<file path="src/rtl/src_operand_regfile_if.sv">
// Decode/ALU side bundle of src_operand_regfile: two read ports, one writeback
// port, clear request and status flags.
interface src_operand_regfile_if #(
  parameter int DATA_W = 8,
  parameter int ADDR_W = 3
);
  // No back-pressure anywhere: rd_en_x is taken every cycle it is high, and
  // rd_valid_x qualifies rd_data_x/par_err_x exactly one cycle later, only if
  // the file was in RUN when the request was sampled.
  logic              init_req;
  logic              rd_en_a;
  logic [ADDR_W-1:0] rd_addr_a;
  logic [DATA_W-1:0] rd_data_a;
  logic              rd_valid_a;
  logic              par_err_a;
  logic              rd_en_b;
  logic [ADDR_W-1:0] rd_addr_b;
  logic [DATA_W-1:0] rd_data_b;
  logic              rd_valid_b;
  logic              par_err_b;
  logic              wr_en;
  logic [ADDR_W-1:0] wr_addr;
  logic [DATA_W-1:0] wr_data;
  logic              wr_drop;
  logic              busy;

  modport master (
    output init_req, rd_en_a, rd_addr_a, rd_en_b, rd_addr_b, wr_en, wr_addr, wr_data,
    input  rd_data_a, rd_valid_a, par_err_a, rd_data_b, rd_valid_b, par_err_b,
           wr_drop, busy
  );

  modport slave (
    input  init_req, rd_en_a, rd_addr_a, rd_en_b, rd_addr_b, wr_en, wr_addr, wr_data,
    output rd_data_a, rd_valid_a, par_err_a, rd_data_b, rd_valid_b, par_err_b,
           wr_drop, busy
  );
endinterface

</file>
<file path="src/rtl/src_operand_regfile.sv">
// Source-operand register file: 2 registered read ports, 1 write port, hardware
// clear sequencer. Define SRC_REGFILE_PARITY_EN to store and check even parity.
module src_operand_regfile #(
  parameter int DATA_W = 8,
  parameter int DEPTH  = 8,
  parameter int ADDR_W = 3
) (
  input  logic                clk,
  input  logic                rst_n,
  src_operand_regfile_if.slave bus,
  output logic                dbg_state_o
);

`ifdef SRC_REGFILE_PARITY_EN
  localparam int MEM_W = DATA_W + 1;
`else
  localparam int MEM_W = DATA_W;
`endif

  typedef enum logic {S_INIT = 1'b0, S_RUN = 1'b1} state_e;

  localparam logic [ADDR_W-1:0] LAST_IDX = ADDR_W'(DEPTH - 1);

  state_e            state_q, state_d;
  logic [ADDR_W-1:0] cnt_q, cnt_d;
  logic [MEM_W-1:0]  mem_q [DEPTH];

  logic              run;
  logic              wr_in_rng;
  logic              wr_commit;
  logic              wr_drop_d, wr_drop_q;
  logic [1:0]        rd_en;
  logic [1:0]        rd_in_rng;
  logic [1:0]        rd_valid_d, rd_valid_q;
  logic [1:0]        par_err_d, par_err_q;
  logic [ADDR_W-1:0] rd_addr [2];
  logic [MEM_W-1:0]  rd_word [2];
  logic [DATA_W-1:0] rd_data_d [2];
  logic [DATA_W-1:0] rd_data_q [2];

  assign run        = (state_q == S_RUN);
  assign rd_en      = {bus.rd_en_b, bus.rd_en_a};
  assign rd_addr[0] = bus.rd_addr_a;
  assign rd_addr[1] = bus.rd_addr_b;
  assign wr_in_rng  = int'(bus.wr_addr) < DEPTH;
  // A clear request wins over a same-cycle write so the clear is never undone.
  assign wr_commit  = bus.wr_en && run && wr_in_rng && !bus.init_req;
  assign wr_drop_d  = bus.wr_en && !wr_commit;

  always_comb begin
    state_d = state_q;
    cnt_d   = cnt_q;
    case (state_q)
      S_INIT: begin
        cnt_d = cnt_q + ADDR_W'(1);
        if (cnt_q == LAST_IDX) begin
          state_d = S_RUN;
          cnt_d   = '0;
        end
      end
      S_RUN: begin
        if (bus.init_req) begin
          state_d = S_INIT;
          cnt_d   = '0;
        end
      end
      default: state_d = S_INIT;
    endcase
  end

  always_comb begin
    for (int p = 0; p < 2; p++) begin
      rd_in_rng[p]  = int'(rd_addr[p]) < DEPTH;
      rd_word[p]    = mem_q[rd_addr[p]];
      rd_valid_d[p] = rd_en[p] && run;
      rd_data_d[p]  = rd_data_q[p];
      par_err_d[p]  = 1'b0;
      if (rd_valid_d[p]) begin
        if (!rd_in_rng[p]) begin
          rd_data_d[p] = '0;
        end else if (wr_commit && (bus.wr_addr == rd_addr[p])) begin
          // Write-first bypass: fresh data never came from storage, so no parity check.
          rd_data_d[p] = bus.wr_data;
        end else begin
          rd_data_d[p] = rd_word[p][DATA_W-1:0];
`ifdef SRC_REGFILE_PARITY_EN
          par_err_d[p] = ^rd_word[p];
`endif
        end
      end
    end
  end

  always_ff @(posedge clk or negedge rst_n) begin
    if (!rst_n) begin
      state_q      <= S_INIT;
      cnt_q        <= '0;
      rd_data_q[0] <= '0;
      rd_data_q[1] <= '0;
      rd_valid_q   <= '0;
      par_err_q    <= '0;
      wr_drop_q    <= 1'b0;
    end else begin
      state_q      <= state_d;
      cnt_q        <= cnt_d;
      rd_data_q[0] <= rd_data_d[0];
      rd_data_q[1] <= rd_data_d[1];
      rd_valid_q   <= rd_valid_d;
      par_err_q    <= par_err_d;
      wr_drop_q    <= wr_drop_d;
    end
  end

  // Storage has no reset; the clear sequencer owns it whenever the FSM is in INIT.
  always_ff @(posedge clk) begin
    if (!run) begin
      mem_q[cnt_q] <= '0;
    end else if (wr_commit) begin
`ifdef SRC_REGFILE_PARITY_EN
      mem_q[bus.wr_addr] <= {^bus.wr_data, bus.wr_data};
`else
      mem_q[bus.wr_addr] <= bus.wr_data;
`endif
    end
  end

  assign bus.rd_data_a  = rd_data_q[0];
  assign bus.rd_data_b  = rd_data_q[1];
  assign bus.rd_valid_a = rd_valid_q[0];
  assign bus.rd_valid_b = rd_valid_q[1];
  assign bus.par_err_a  = par_err_q[0];
  assign bus.par_err_b  = par_err_q[1];
  assign bus.wr_drop    = wr_drop_q;
  assign bus.busy       = !run;
  assign dbg_state_o    = run;

endmodule
</file>
<file path="src/flat_wrapper.sv">
// flat-port wrapper written by rule: the top's interface ports become plain ports
module src_operand_regfile_flat 
#(
  parameter int DATA_W = 8,
  parameter int DEPTH  = 8,
  parameter int ADDR_W = 3
)
  (clk, rst_n, dbg_state_o, bus_init_req, bus_rd_en_a, bus_rd_addr_a, bus_rd_en_b, bus_rd_addr_b, bus_wr_en, bus_wr_addr, bus_wr_data, bus_rd_data_a, bus_rd_valid_a, bus_par_err_a, bus_rd_data_b, bus_rd_valid_b, bus_par_err_b, bus_wr_drop, bus_busy);
  src_operand_regfile_if #(.DATA_W(DATA_W), .ADDR_W(ADDR_W)) bus_i ();
  input  logic clk;
  input  logic rst_n;
  output logic dbg_state_o;
  input wire logic [$bits(bus_i.init_req)-1:0] bus_init_req;
  input wire logic [$bits(bus_i.rd_en_a)-1:0] bus_rd_en_a;
  input wire logic [$bits(bus_i.rd_addr_a)-1:0] bus_rd_addr_a;
  input wire logic [$bits(bus_i.rd_en_b)-1:0] bus_rd_en_b;
  input wire logic [$bits(bus_i.rd_addr_b)-1:0] bus_rd_addr_b;
  input wire logic [$bits(bus_i.wr_en)-1:0] bus_wr_en;
  input wire logic [$bits(bus_i.wr_addr)-1:0] bus_wr_addr;
  input wire logic [$bits(bus_i.wr_data)-1:0] bus_wr_data;
  output wire logic [$bits(bus_i.rd_data_a)-1:0] bus_rd_data_a;
  output wire logic [$bits(bus_i.rd_valid_a)-1:0] bus_rd_valid_a;
  output wire logic [$bits(bus_i.par_err_a)-1:0] bus_par_err_a;
  output wire logic [$bits(bus_i.rd_data_b)-1:0] bus_rd_data_b;
  output wire logic [$bits(bus_i.rd_valid_b)-1:0] bus_rd_valid_b;
  output wire logic [$bits(bus_i.par_err_b)-1:0] bus_par_err_b;
  output wire logic [$bits(bus_i.wr_drop)-1:0] bus_wr_drop;
  output wire logic [$bits(bus_i.busy)-1:0] bus_busy;
  assign bus_i.init_req = bus_init_req;
  assign bus_i.rd_en_a = bus_rd_en_a;
  assign bus_i.rd_addr_a = bus_rd_addr_a;
  assign bus_i.rd_en_b = bus_rd_en_b;
  assign bus_i.rd_addr_b = bus_rd_addr_b;
  assign bus_i.wr_en = bus_wr_en;
  assign bus_i.wr_addr = bus_wr_addr;
  assign bus_i.wr_data = bus_wr_data;
  assign bus_rd_data_a = bus_i.rd_data_a;
  assign bus_rd_valid_a = bus_i.rd_valid_a;
  assign bus_par_err_a = bus_i.par_err_a;
  assign bus_rd_data_b = bus_i.rd_data_b;
  assign bus_rd_valid_b = bus_i.rd_valid_b;
  assign bus_par_err_b = bus_i.par_err_b;
  assign bus_wr_drop = bus_i.wr_drop;
  assign bus_busy = bus_i.busy;
  src_operand_regfile #(.DATA_W(DATA_W), .DEPTH(DEPTH), .ADDR_W(ADDR_W)) u_core (.clk(clk), .rst_n(rst_n), .bus(bus_i), .dbg_state_o(dbg_state_o));
endmodule
</file>
<file path="config.mk">
export PLATFORM = sky130hd
export DESIGN_NAME = src_operand_regfile_flat
export DESIGN_NICKNAME = d
export VERILOG_FILES = /design/src/rtl/src_operand_regfile_if.sv /design/src/rtl/src_operand_regfile.sv /design/src/flat_wrapper.sv
export SDC_FILE = /design/constraint.sdc
export NUM_CORES = 1
export LEC_CHECK = 0
export ABC_CLOCK_PERIOD_IN_PS = 3100
export CORE_MARGIN = 3
export CORE_UTILIZATION = 35
export DETAILED_ROUTE_END_ITERATION = 16
export GPL_TIMING_DRIVEN = 0
export PLACE_DENSITY = 0.52
export SETUP_SLACK_MARGIN = 0.2
export SYNTH_ARGS = -nofsm -noshare
export SYNTH_HDL_FRONTEND = slang
export SYNTH_SLANG_ARGS = --single-unit
</file>
<file path="constraint.sdc">
create_clock -name clk -period 3.1 [get_ports clk]
set_input_delay 0.62 -clock clk [delete_from_list [all_inputs] [get_ports clk]]
set_output_delay 0.62 -clock clk [all_outputs]
set_load 0.05 [all_outputs]
</file>
# --- Yosys cells after proc, flatten, opt, wreduce, memory -nomap -nowiden ---
# Memory sizes are Yosys's and may differ from the RTL's. A register that Yosys moved wholly into a read port is not among the register bits.
# Cells that the tools add are included.
classes:
  eq_ne: 2
  bitwise: 1
  add_sub_neg: 1
  n_mux: 13
  n_reduce_logical: 11
op_table:
  columns: ["cell", "n"]
  rows:
  - ["two-way mux 3 bit", 3]
  - ["two-way mux 8 bit", 1]
  - ["OR reduction 8 bit", 1]
  - ["two-way mux 1 bit", 7]
  - ["one-hot mux 3 bit (2 select lines)", 1]
  - ["logical AND 1 bit", 5]
  - ["zero test 1 bit", 5]
  - ["adder 3 x 1 -> 3 bit, second input constant", 1]
  - ["equality test 3 bit, second input constant", 1]
  - ["!= test 2 bit, second input constant", 1]
  - ["one-hot mux 1 bit (2 select lines)", 1]
  - ["inverter 1 bit", 1]
word_totals:
  output_inout_bits: 23
  mem_bits_rw: 64
  word_cells: 33
  n_memories: 1
  register_bits: 7
  inputBits: 23
mem_list:
  columns: ["memory", "depth", "word_bits", "rd", "rd_clocked_by_memory_dff", "write_ports", "line_no", "source"]
  rows:
  - ["u_core.mem_q", 8, 8, 2, 2, 1, "src_operand_regfile.sv:26", "logic [MEM_W-1:0] mem_q [DEPTH];"]

# --- Longest topological paths before layout ---
# Gate-level depths: netlist (run 1).
depth:
  ltp_word: 7
  ltp_mapped: 8
  mapped_depth_nobuf: 5

# --- Worst setup path before layout (run 1) ---
# No wires, ideal clock.
synth_path:
  path_type: "register -> register"
  startpoint: "reg u_core.state_q, in the netlist u_core.dbg_state_o"
  endpoint: "mem u_core.mem_q[1][0] in the netlist's numbering, enable pin"
  path_buffers: 2
  setup_slack_ns: 0.798
  setup_time_ns: 0.370
  period_less_slack_ns: 2.302
  required_ns: 2.730
  path_stages_with_launch: 6
  arrival_ns: 1.932
  cell_sequence: "dfrtp_1 -> buf_4 -> buf_2 -> inv_1 -> a21oi_1 -> nor2_1"
synth_between:
  elab_chain_cells: 7
  word_cells_on_any_way: 9
  cone_classes: "mux (6); reduce/logical (3)"
synth_lines:
  columns: ["item", "line_no", "source"]
  rows:
  - ["start, declared", "src_operand_regfile.sv:24", "state_e state_q, state_d;"]
  - ["start signal, assigned", "src_operand_regfile.sv:104", "state_q <= state_d;"]
  - ["logical AND 1 bit (2 in series)", "src_operand_regfile.sv:47", "assign wr_commit = bus.wr_en && run && wr_in_rng && !bus.init_req;"]
  - ["two-way mux 1 bit", "src_operand_regfile.sv:118", "end else if (wr_commit) begin"]
  - ["two-way mux 1 bit", "src_operand_regfile.sv:116", "if (!run) begin"]
  - ["two-way mux 1 bit (not written as such)", "src_operand_regfile.sv:122", "mem_q[bus.wr_addr] <= bus.wr_data;"]
  - ["OR reduction 8 bit (no line)", null, null]
  - ["two-way mux 3 bit (no line) or two-way mux 1 bit (tied branches)", null, null]
  - ["end, declared", "src_operand_regfile.sv:26", null]
# Parallel ways exist; a longest one is shown, timed or not.

# --- Final worst setup path (run 1) ---
layout_path:
  startpoint: "in bus_init_req"
  endpoint: "mem u_core.mem_q[2][2] in the netlist's numbering, enable pin"
layout_between:
  elab_chain_cells: 7
  word_cells_on_any_way: 8
  cone_classes: "mux (5); reduce/logical (3)"
layout_lines:
  columns: ["item", "line_no", "source"]
  rows:
  - ["start, declared", "flat_wrapper.sv:13", "input wire logic [$bits(bus_i.init_req)-1:0] bus_init_req;"]
  - ["zero test 1 bit (*)", "src_operand_regfile.sv:47", null]
  - ["logical AND 1 bit (*)", "src_operand_regfile.sv:47", null]
  - ["two-way mux 1 bit (*)", "src_operand_regfile.sv:118", null]
  - ["two-way mux 1 bit (*)", "src_operand_regfile.sv:116", null]
  - ["two-way mux 1 bit (not written as such) (*)", "src_operand_regfile.sv:122", null]
  - ["OR reduction 8 bit (no line)", null, null]
  - ["two-way mux 3 bit (no line) or two-way mux 1 bit (tied branches)", null, null]
# Every way passes the cells marked *; elsewhere a longest branch is shown, timed or not.

==> key figures, run 1 <==
Pwr
  – Flop pwr share: about 37%
  – Net Sw Frac: approximately 37%
  – Logic pwr share: around two fifths
  – Cell Pwr Density: 894 mW/mm^2
  – Clock network power share: 23.6%
  – Final Power: 4.72 mW
  – Int Power: roughly 3.0 mW
  – NetSw: roughly 1.8 mW
  – Leakage: ~2.0 nW
  – VDD IR max: ~0.37 mV

Detailed routing
  – DR pass1 iterations: 4
  – DR iter-0 viols: 254
  – Via Count: 2763
  – Post-Route WL: around 11000 um
  – Vias per inst: 5.33
  – Avg WL per Cell: approximately 21 um
  – Detailed-route DRC error count: 0
  – Antenna Nets Post-Route: 0

STA
  – Clock Skew: 0.0107 ns
  – Setup violations, final: 0
  – Final Max Tran Viols: 0
  – Fin. Hold Viols: 0
  – TNS Setup: 0 ns
  – Crit path time final: about 2.8 ns
  – Setup ws final: 0.350 ns
  – Maximum clock rate: 364 MHz
  – Fin crit share: 88.7%
  – RSZ-0062 raised after global routing: true
  – Relative slew slack: 29.2%
  – Slew @ Worst Pin: 1.06 ns

Clocking
  – CTS sink cnt: 87
  – CTS tree: yes
  – Clk root buf: clkbuf_16
  – Cts bufs inserted: 9
  – H-tree levels: 3
  – Worst-Skew Late Latency: 0.34 ns
  – Reg clk slew, reported paths: 0.07 ns
  – Maximum root-to-sink buffer count: 2

Setup path
  – Worst reg2reg setup slack: 0.71 ns
  – CP max-delay cell: nor2_1
  – CP cell instances: clkdlybuf4s50_1 -> and3b_1 -> buf_4 -> buf_2 -> nor3_1 -> a31oi_1 -> nor2_1
  – Worst Setup End Kind: flop
  – Worst reg-to-reg path cell count: 7
  – CP max FO: 10
  – CP delay by family, top: simple AND/OR/NAND/NOR gates
  – Crit path launch type: input pin
  – Crit path DAT: 2.71 ns
  – R2R Path Start: u_core.dbg_state_o
  – Crit path buf inv count: 3
  – Reg2reg end: u_core.mem_q[2][2]
  – CP Class: in2reg
  – WP data required: 3.06 ns
  – Crit-path max cell delay: 0.67 ns

Place
  – IO buf count: 37
  – Post-Place Cells: 502
  – Detail Placement HPWL: 7940 um
  – RD Place Congestion: 0.788
  – Area after DPL: between 0.004 and 0.005 mm^2
  – Place WS: -0.0800 ns

Logic synthesis
  – Proportion of synthesized area in mux cells: 20.1%
  – Largest family of logic cells by synthesized area: multiplexers
  – Post-Synth Adder-Cell Area: less than 1%
  – Post-Syn Instances: approximately 300
  – Distinct cells, synth: 36
  – Dominant cell type by area after synthesis: edfxtp_1
  – Synth top area share: 43.8%
  – Post-synth top cells: edfxtp_1 (64), mux4_2 (32), dfrtp_1 (23), a31oi_1 (20), inv_1 (17)
  – Ys flop type: edfxtp_1
  – Seq/Total Area, Yosys: 56.9%
  – Asr flop ratio synth: 26.4%
  – Avg Synthesized Cell Area: 14.8 um^2
  – Count leader, synth: edfxtp_1
  – Number of synthesized flops with an enable pin: between 60 and 70
  – Main area contributors after synthesis: edfxtp_1 (44%), mux4_2 (16%), dfrtp_1 (13%), mux2i_1 (3.6%), a22o_1 (3.2%)
  – Mapped cell area: ~0.0044 mm^2
  – Post-synthesis simple-gate area fraction: 5.56%
  – Compound-cell area share of the yosys netlist: 10.5%
  – Synth Area in XOR/XNOR: less than 1%
  – Synth Register Bits: 87
  – Yosys warns: 0

Die
  – Die Y: 118 um
  – Die area: 0.0139 mm^2
  – Top Ports: 46
  – Starting Density: 36.1%
  – Die X: 118 um
  – Std-Cell Rows: 40
  – Core region area: 0.0122 mm^2

GRT
  – Global-route wire length before repair: 16800 um
  – Pin count of the biggest net entering global routing: 24
  – Vias in the first global route: roughly 2900
  – Gr usage total: 16.1%
  – Initial antenna violation count: 0
  – Gr ovfl total: 0

Cells and area
  – Sequential cell area: about 0.0025 mm^2
  – Finished Cell Area: 0.00529 mm^2
  – Area of the multi-input gates: 0.00166 mm^2
  – Share of cells above drive strength 1: about 23%
  – # nets final: between 300 and 400
  – Area Overhead vs Synth: 20.3%
  – Non-filler cells, final: 518
  – # diodes: 0
  – Fillers: between 1000 and 1500

Status
  – Status: finished clean

Min path
  – Hold path start: u_core.bus.rd_data_a[4]
  – WHS Path Cells: 1
  – Worst Hold Class: reg2reg
  – Hold Path Sink: u_core.bus.rd_data_a[4]

Run
  – Max Cap Viol: 0
metrics by stage:
stage / hold slack (ns) / util, %
finish: 0.505 / 43.5
global route: 0.540 / 43.5
CTS: 0.513 / 43.4
detailed placement: 0.499 / 40.9
global placement: 0.492 / 40.9
floorplan: 0.324 / -
worst register-to-register path, stage by stage (launching register included):
cell and delay (ns):
dfrtp_1 0.38, buf_4 0.17, and3b_1 0.19, buf_4 0.16, buf_2 0.19, nor3_1 0.15, a31oi_1 0.10, nor2_1 0.67
layout by cell type, fill, tap and decap left out, types with 4 or more instances in the layout:
master and n:
mux2i_1 16, mux4_2 32, edfxtp_1 64, clkbuf_16 9, inv_1 17, xor2_1 4, o21ai_0 16, buf_6 6
nand2_1 15, dfrtp_1 23, a31oi_1 20, a22o_1 16, clkbuf_1 4, buf_2 9, buf_4 7, o2bb2ai_1 4
nor2_1 10, clkdlybuf4s50_1 37, nor3_1 4
kinds of logic after synthesis:
family                   count (synthesis)
adder cells (fa/ha/maj)                  2
XOR/XNOR                                 4
buffers and inverters                   43
multiplexers                            48
flip-flops                              87
other                                    1
AO/OA/AOI/OAI                           67
AND/OR/NAND/NOR                         44
power by group through the flow:
stage	Clock [mW]	Sequential, mW	Combinational, mW
floorplan	0	2.12	0.923
global placement	0	1.77	1.85
detailed placement	0	1.78	1.87
CTS	1.14	1.76	1.87
global route	1.19	1.79	1.99
finish	1.11	1.75	1.86
layout make-up:
cell class | instances | share of cell area (%)
sequential | 87 | 47.3
multi-input combinational | 167 | 31.3
timing repair buffer | 37 | 7.01
clock buffer | 10 | 4.33
tap | 168 | 3.98
buffer | 26 | 3.43
clock inverter | 6 | 1.47
inverter | 17 | 1.21
registers in the layout (all words and copies together), names as in the netlist:
| signal | flops |
|---|---|
| u_core.bus.rd_data_b | 8 |
| u_core.rd_valid_q | 2 |
| u_core.cnt_q | 3 |
| u_core.dbg_state_o | 1 |
| u_core.bus.rd_data_a | 8 |
| u_core.bus.wr_drop | 1 |
| u_core.mem_q | 64 |
routing by layer:
| layer | track usage [%] | vias to the layer above | routed length (um) |
|---|---|---|---|
| met5 | 0 | - | 0 |
| met4 | 6.52 | 0 | 214 |
| met3 | 2.98 | 13 | 427 |
| met2 | 25.8 | 77 | 5040 |
| met1 | 21.9 | 1398 | 5070 |
| li1 | - | 1275 | - |
how the worst max path moves through the flow:
| stage | startpoint | end | slack (ns) | depth (start not counted) |
|---|---|---|---|---|
| 2_1_floorplan | u_core.dbg_state_o | u_core.mem_q[1][0] | 0.80 | 5 |
| 3_3_place_gp | bus_init_req | u_core.mem_q[1][6] | -0.01 | 7 |
| 3_5_place_dp | bus_init_req | u_core.mem_q[1][6] | -0.08 | 7 |
| 4_1_cts | bus_init_req | u_core.mem_q[1][3] | 0.28 | 7 |
| 5_1_grt | bus_init_req | u_core.mem_q[0][5] | 0.19 | 7 |
| 6_report | bus_init_req | u_core.mem_q[2][2] | 0.35 | 7 |
repair_timing:
action | in CTS | in global routing
setup buffers | 0 | 0
endpoints found under the setup margin | 0 | 8
hold buffers | 0 | 0
resized for setup | 0 | 1
Note: power is estimated with default switching activity, not from simulation.
==> run 2: changes to the inputs <==
Settings changed: ABC_CLOCK_PERIOD_IN_PS 3100 to 2750, CORE_UTILIZATION 35 to 57, CTS_CLUSTER_DIAMETER set to 200, PLACE_DENSITY 0.52 to 0.78.
Clock period 3.1 ns to 2.75 ns, I/O delays scaled along.
==> key figures, run 2 (synthesis results as in run 1) <==
Setup path
  – Worst reg-to-reg path cell count: 7 (unchanged)
  – CP Class: in2reg (unchanged)
  – Reg2reg end: u_core.mem_q[3][7] (was u_core.mem_q[2][2])
  – Worst reg2reg setup slack: 0.42 ns (was 0.71 ns)
  – Worst Setup End Kind: flop (unchanged)
  – WP data required: 2.74 ns (was 3.06 ns)
  – CP max FO: 10 (unchanged)
  – Crit path DAT: 2.65 ns (was 2.71 ns)
  – Crit path launch type: input pin (unchanged)
  – R2R Path Start: u_core.dbg_state_o (unchanged)

Clocking
  – Cts bufs inserted: 9 (unchanged)
  – Clk root buf: clkbuf_8 (was clkbuf_16)
  – Setup bufs post-CTS: 0 (unchanged)
  – Reg clk slew, reported paths: 0.10 ns (was 0.07 ns)
  – H-tree levels: 3 (unchanged)
  – CTS sink cnt: 87 (unchanged)
  – CTS tree: yes (unchanged)
  – Worst-Skew Late Latency: 0.36 ns (was 0.34 ns)
  – Maximum root-to-sink buffer count: 2 (unchanged)

Detailed routing
  – Avg WL per Cell: 20.9 um (was 20.8 um)
  – DR iter-0 viols: 213 (was 254)
  – Via Count: 2743 (was 2763)
  – Detailed-route DRC error count: 0 (unchanged)
  – Post-Route WL: 9400 um (was 10800 um)
  – Vias per inst: 6.11 (was 5.33)
  – DR pass1 iterations: 5 (was 4)
  – Antenna Nets Post-Route: 0 (unchanged)

Min path
  – WHS Path Cells: 1 (unchanged)
  – Hold path start: u_core.bus.rd_data_b[6] (was u_core.bus.rd_data_a[4])
  – Hold Path Sink: u_core.bus.rd_data_b[6] (was u_core.bus.rd_data_a[4])
  – Worst Hold Class: reg2reg (unchanged)

Cells and area
  – Area Overhead vs Synth: 16.0% (was 20.3%)
  – # diodes: 0 (unchanged)
  – # nets final: 370 (unchanged)
  – Most common cell after layout, fill and taps aside: edfxtp_1 (unchanged)
  – Commonest cells after routing, fill and taps aside: edfxtp_1 (64), clkdlybuf4s50_1 (36), mux4_2 (32) (was edfxtp_1 (64), clkdlybuf4s50_1 (37), mux4_2 (32))
  – Most flops, register: u_core.mem_q (unchanged)
  – Max reg flops: 64 (unchanged)
  – Share of cells above drive strength 1: 23.7% (was 22.9%)
  – Finished Cell Area: 0.00509 mm^2 (was 0.00529 mm^2)

Pwr
  – Final Power: 4.90 mW (was 4.72 mW)
  – Leakage: 1.97 nW (was 2.02 nW)
  – VDD IR max: 0.536 mV (was 0.367 mV)
  – Cell Pwr Density: 961 mW/mm^2 (was 894 mW/mm^2)

STA
  – Fin. Hold Viols: 0 (unchanged)
  – Relative slew slack: 31.1% (was 29.2%)
  – Clock Skew: 0.0103 ns (was 0.0107 ns)
  – Maximum clock rate: between 300 and 400 MHz
  – RSZ-0062 raised after global routing: true (unchanged)
  – Slew @ Worst Pin: 1.03 ns (was 1.06 ns)
  – Setup violations, final: 0 (unchanged)
  – Final Max Tran Viols: 0 (unchanged)
  – Crit path time final: 2.66 ns
  – Fin crit share: 96.8%

Die
  – Std-Cell Rows: 31 (was 40)
  – Die area: 0.00879 mm^2 (was 0.0139 mm^2)
  – Die Y: 93.8 um (was 118 um)
  – Top Ports: 46 (unchanged)
  – Starting Density: 59.6% (was 36.1%)
  – Core region area: 0.00737 mm^2 (was 0.0122 mm^2)
  – Die X: 93.8 um (was 118 um)

GRT
  – Initial antenna violation count: 0 (unchanged)
  – Gr ovfl total: 0 (unchanged)
  – Pin count of the biggest net entering global routing: 24 (unchanged)
  – Vias in the first global route: 2898 (was 2854)
  – Gr usage total: 23.0% (was 16.1%)
  – Global-route wire length before repair: 15000 um (was 16800 um)

Place
  – Detail Placement HPWL: 7090 um (was 7940 um)
  – Area after DPL: 0.00489 mm^2 (was 0.00498 mm^2)
  – RD Place Congestion: 0.850 (was 0.788)
  – IO buf count: 37 (unchanged)

Status
  – Status: finished clean (unchanged)

Run
  – Max Cap Viol: 0 (unchanged)
==> run 2: worst max-delay path, cell delays in order <==
cell             delay [ns]
clkdlybuf4s50_1        0.64
and3b_1                0.22
buf_4                  0.15
buf_2                  0.19
nor3_1                 0.18
a31oi_1                0.09
nor2_1                 0.63
==> run 2: repair_timing <==
item	in CTS	in global routing
hold buffers	0	0
gates cloned	0	0
endpoints found under the setup margin	33	32
gates resized for setup	3	1
==> run 2: per-layer routing <==
layer	wire length (um)	vias to the layer above	track usage (%)	part of all wire, %
li1	-	1270	-	-
met1	4040	1358	30.9	43
met2	4580	104	37.0	49
met3	675	11	5.77	7.2
met4	102	0	7.70	1.1
met5	0	-	0	0
==> run 2: final cells by class <==
| cell class | instances | area (um^2) |
|---|---|---|
| well taps | 99 | 124 |
| flip-flops and latches | 87 | 2500 |
| repair buffers | 37 | 369 |
| multi-input cells | 167 | 1660 |
| clock buffers | 9 | 124 |
| clock inverters | 7 | 72.6 |
| fillers | 491 | 2280 |
| inverters | 17 | 63.8 |
| plain buffers | 26 | 181 |
==> run 2: how the worst max path moves through the flow <==
stage | depth (start not counted) | slack, ns | from | end
4_1_cts | 7 | 0.12 | bus_init_req | u_core.mem_q[3][7]
2_1_floorplan | 5 | 0.45 | u_core.dbg_state_o | u_core.mem_q[1][0]
5_1_grt | 7 | 0.02 | bus_init_req | u_core.mem_q[2][7]
6_report | 7 | 0.09 | bus_init_req | u_core.mem_q[3][7]
3_3_place_gp | 7 | -0.21 | bus_init_req | u_core.mem_q[2][6]
3_5_place_dp | 7 | -0.29 | bus_init_req | u_core.mem_q[3][6]
==> run 2: metrics by stage <==
step	utilization, %	cells	worst slack (ns)	hold slack, ns	TNS, ns
2_1_floorplan	-	297	0.448	0.254	0
3_3_place_gp	66.3	433	-0.213	0.488	-7.91
3_5_place_dp	66.3	433	-0.287	0.494	-10.69
4_1_cts	69.1	449	0.115	0.514	0
5_1_grt	69.1	449	0.0170	0.533	0
6_report	69.1	449	0.0874	0.511	0
==> run 2: power by group <==
group | internal (mW) | switching (mW)
clock | 0.356 | 0.503
combinational | 0.798 | 1.26
sequential | 1.82 | 0.164
total | 2.97 | 1.93
